==> config.mk <==
export PLATFORM = sky130hd
export DESIGN_NAME = inv_sqrt_stream_ctrl
export DESIGN_NICKNAME = d
export VERILOG_FILES = /design/src/rtl/inv_sqrt_stream_ctrl.sv
export SDC_FILE = /design/constraint.sdc
export NUM_CORES = 1
export LEC_CHECK = 0
export ABC_AREA = 1
export ABC_CLOCK_PERIOD_IN_PS = 2600
export CELL_PAD_IN_SITES_DETAIL_PLACEMENT = 1
export CELL_PAD_IN_SITES_GLOBAL_PLACEMENT = 2
export CORE_UTILIZATION = 37
export DETAILED_ROUTE_END_ITERATION = 8
export GPL_ROUTABILITY_DRIVEN = 0
export GPL_TIMING_DRIVEN = 0
export HOLD_SLACK_MARGIN = 0.06
export PLACE_DENSITY = 0.85
export SLEW_MARGIN = 20
export SYNTH_ARGS = -nofsm -noshare
export SYNTH_HDL_FRONTEND = slang
export SYNTH_SLANG_ARGS = --single-unit
==> constraint.sdc <==
create_clock -name clk -period 2.6 [get_ports clk]
set_input_delay 0.39 -clock clk [delete_from_list [all_inputs] [get_ports clk]]
set_output_delay 0.39 -clock clk [all_outputs]
set_load 0.01 [all_outputs]
==> src/rtl/inv_sqrt_stream_ctrl.sv <==
// inv_sqrt_stream_ctrl: valid/ready wrapper around the fixed-latency fast_inv_sqrt pipeline with a credit-managed result FIFO.
// Optional ISQ_HWM_EN adds occ_hwm, the peak occupancy (in flight + queued) since reset.
module inv_sqrt_stream_ctrl #(
  parameter int DATA_W = 27,
  parameter int LATENCY = 5,
  parameter int FIFO_DEPTH = 8,
  localparam int CW = $clog2(FIFO_DEPTH + 1),
  localparam int AW = FIFO_DEPTH > 1 ? $clog2(FIFO_DEPTH) : 1
) (
  input  logic              clk,
  input  logic              rst,
  input  logic              in_valid,
  output logic              in_ready,
  input  logic [DATA_W-1:0] in_data,
  output logic [DATA_W-1:0] isq_data_in,
  input  logic [DATA_W-1:0] isq_data_out,
  output logic              out_valid,
  input  logic              out_ready,
  output logic [DATA_W-1:0] out_data,
  output logic              busy
`ifdef ISQ_HWM_EN
  ,
  output logic [CW-1:0]     occ_hwm
`endif
);
  logic [LATENCY-1:0] tag, tag_next;
  logic [DATA_W-1:0] mem [FIFO_DEPTH];
  logic [AW-1:0] wr_ptr, rd_ptr;
  logic [CW-1:0] fifo_count, count_next, occ;
  logic acc, push, pop;
  function automatic logic [CW-1:0] popc(input logic [LATENCY-1:0] v);
    popc = '0;
    for (int i = 0; i < LATENCY; i++) popc = popc + CW'(v[i]);
  endfunction
  function automatic logic [AW-1:0] nxt(input logic [AW-1:0] p);
    return p == AW'(FIFO_DEPTH - 1) ? '0 : p + AW'(1);
  endfunction
  assign acc = in_valid & in_ready;
  assign push = tag[LATENCY-1];
  assign out_valid = fifo_count != '0;
  assign pop = out_valid & out_ready;
  // Credit counts every operand not yet popped, so a tagged result always finds a free slot.
  assign occ = popc(tag) + fifo_count;
  assign in_ready = occ < CW'(FIFO_DEPTH);
  assign busy = |tag | out_valid;
  assign out_data = mem[rd_ptr];
  assign tag_next = LATENCY'({tag, acc});
  always_comb count_next = push & ~pop ? fifo_count + CW'(1) : pop & ~push ? fifo_count - CW'(1) : fifo_count;
  always_ff @(posedge clk) begin
    if (rst) begin
      isq_data_in <= '0;
      tag <= '0;
      wr_ptr <= '0;
      rd_ptr <= '0;
      fifo_count <= '0;
    end else begin
      isq_data_in <= acc ? in_data : '0;
      tag <= tag_next;
      fifo_count <= count_next;
      if (push) wr_ptr <= nxt(wr_ptr);
      if (pop) rd_ptr <= nxt(rd_ptr);
    end
  end
  always_ff @(posedge clk) if (push & ~rst) mem[wr_ptr] <= isq_data_out;
`ifdef ISQ_HWM_EN
  logic [CW-1:0] occ_next;
  assign occ_next = popc(tag_next) + count_next;
  always_ff @(posedge clk) begin
    if (rst) occ_hwm <= '0;
    else if (occ_next > occ_hwm) occ_hwm <= occ_next;
  end
`endif
endmodule

==> results.yml <==
status:
  status: "complete, but fails checks"
  failing_checks: "setup timing"
global_route:
  globalRouteTotalUtil_pct: 19.22
  grt_antenna_before_repair: 0
  largest_net_degree_at_the_start_of_global_routing: 19
  globalRouteMet3Util_pct: 4.302
  first_global_vias: 7677
  grt.met1_usage_pct: 23.50
  grt_overflow_total: 0
  grt_busiest_layer: "met2"
  global_route_wire_length_before_repair_um: 41950
  grt.met2_usage_pct: 33.83
layout:
  layout.cells.most_common_list: "254 x nor2_1, 216 x edfxtp_1, 157 x nand2_1"
  most_frequent_standard_cell_in_the_layout_excluding_fill_and_tap_cells: "nor2_1"
  antenna-diode-count: 0
  drive_gt1_share_pct: 11.43
  n_fill_cell: 2943
  final_layout_net_count: 1162
  sequential_cell_area_in_the_final_layout_mm2: 0.007391
  final_cell_count_no_fill: 1483
  area_delta_synth_final_pct: 29.17
  multiInputGateArea_mm2: 0.002613
sta:
  clock.fmax_mhz: 347.5
  timing.slew.headroom_pct: 54.37
  report.final.hold_viol_count: 0
  rsz0062_at_grt: "yes"
  final_critical_path_required_period_ps: 2878
  final-max-slew-violation-count: 0
  final.setup.tns_ps: -277.8
  finClkSkew_ps: 12.30
  final.period_utilization_pct: 110.7
  fin_ws_ps: -277.8
  transition_time_at_the_pin_with_the_least_slew_margin_ps: 682.8
  final-setup-viol-count: 1
worst_setup_path:
  path_class: "reg -> out"
  timing.critical_path.fanout_max: 2
  cp_slowest_stage_delay_ps: 500
  crit_path_end_kind: "primary output"
  cp-start-kind: "flip-flop"
  cp_slowest_cell: "fa_1"
  cp_common_cell: "nand2_2"
  timing.critical_path.buf_inv: 3
  critPathRequiredTime_ps: 2210
  critical_path_arrival_ps: 2490
  timing.critical_path.cells: "fa_1, fa_2, ha_4, nand2_2, inv_2, nand2_4, nand2_2, nand2_2, nand2_1, inv_1, buf_2"
  critPathTopFamily: "adder cells"
synthesis:
  yosys.area_share.simple_pct: 16.02
  synth_compound_gate_area_share_pct: 5.967
  postSynthCellCount: 928
  synth_sequential_area_ratio_pct: 71.60
  synth_mux_area_share_pct: 0
  synth_warnings: 0
  largest_family_of_logic_cells_by_synthesized_area: "simple AND/OR/NAND/NOR gates"
  mappedNetlistArea_mm2: 0.01032
  synth_area_per_cell_um2: 11.12
  mappedNetlistNets: 1000
  synth_xor_area_share_pct: 0.08489
  synth_fa_ha_area_share_pct: 1.916
  yosys.cell_types.count: 21
  synth_seq_cells: 261
die:
  die_width_um: 169.0
  placement_rows: 60
  io-pin-count: 115
  dieArea_mm2: 0.02856
  fp.coreArea_mm2: 0.02718
  die_height_um: 169.0
  initial_utilization_pct: 37.97
placement:
  placed_cells_incl_taps: 1422
  estimated_wirelength_of_the_detail_placed_design_um: 17980
  buffer_ports.inserted: 114
clock_tree:
  tritoncts_clock_tree: "yes"
  cts_buffers: 28
  htreeDepth: 1
  clkTransAtPathRegs_ps: 60
  max-clock-path-buffers: 3
  clk_latency_ps: 540
  tritoncts_num_sinks: 261
  root_buffer: "clkbuf_16"
  count_of_hold_fix_buffers_inserted_at_cts: 0
detailed_routing:
  routed_wl_um: 27190
  routedWlPerCell_um: 18.34
  viasPerCell: 4.831
  drt_iter0_markers: 468
  drc: 0
  route.antenna.remaining_nets: 0
  via_count: 7165
  detailedRoute.firstPassIterationCount: 4
worst_hold_path:
  hold_path_class: "in -> reg"
power:
  vdd_ir_drop_max_uv: 448.2
  total_leakage_power_nw: 5.125
  power_per_cell_area_mw_per_mm2: 825.4
run:
  cap_violations: 0
==> tightest hold or removal path, delay by kind of cell <==
kind | cells | cell delay [ps]
buf+inv | 2 | 440
simple gates | 1 | 30
==> logic make-up (layout without fill, tap and decap cells) <==
group,count (synthesis),count (layout)
buf+inv,94,276
fa+ha+maj,14,14
flops,261,261
xor+xnor,1,1
simple gates,435,436
compound gates,123,123
==> report_power, final <==
| group | total (mW) | internal, mW | switching [mW] |
|---|---|---|---|
| clock network | 3.73 | 2.12 | 1.60 |
| registers | 4.67 | 4.60 | 0.0646 |
| logic | 2.60 | 1.07 | 1.53 |
==> registers in the layout, summed over array words and instances, names as in the netlist, named ones only <==
signal       cells
wr_ptr           3
isq_data_in     27
tag              5
rd_ptr           3
fifo_count       4
mem            216
==> worst paths after layout <==
kind / slack [ps] / depth (start not counted) / endpoint / start
max: -280 / 11 / in_ready / tag[0]
min: 370 / 3 / isq_data_in[26] / in_data[26]
max reg2reg: 150 / 13 / isq_data_in[22] / tag[0]
min reg2reg: 460 / 2 / tag[3] / tag[2]
==> routing by layer <==
metal	wire [µm]	vias to the layer above	share of wire (%)
li1	-	3425	-
met1	11180	3489	41
met2	13640	207	50
met3	1725	44	6.3
met4	655	0	2.4
met5	0	-	0
==> area by class of cell <==
class,instances,share of cell area [%]
sequential,261,55.46
multi-input combinational,574,19.60
clock inverter,16,0.7511
clock buffer,35,5.615
inverter,52,1.540
buffer,42,2.967
timing repair buffer,131,10.57
tap,372,3.493
==> through the flow <==
step                hold WS [ps]  power (mW)  util (%)  area (µm²)  worst slack (ps)
global route               359.9       11.52     49.04       13330            -394.2
floorplan                  424.9       6.132         -       10320             243.5
CTS                        344.8       11.03     48.69       13230            -381.2
global placement           446.5       7.206     43.88       11920             -1351
detailed placement         445.4       7.279     44.91       12200            -194.8
finish                     367.7       11.00     49.04       13330            -277.8
==> synthesized netlist by cell type (all sizes together) <==
cell type  number  share of area, %
inv            51               1.9
nor2          263               9.6
nand2         161               5.9
xor2            1             0.085
o21ai         114               5.5
ha             11               1.3
or2             1             0.061
nand3          10              0.53
clkbuf         11              0.40
dfxtp          45               8.7
a21oi           9              0.44
edfxtp        216                63
clkinv          1             0.036
buf            31               2.1
fa              3              0.58
==> what timing repair did <==
action	in CTS	in global routing
gates cloned	0	2
hold endpoints to repair	0	0
pin swaps	2	4
gates resized for setup	89	20
endpoints found under the setup margin	28	39
setup buffers	7	4
No activity file was read; power rests on OpenSTA's default activity.
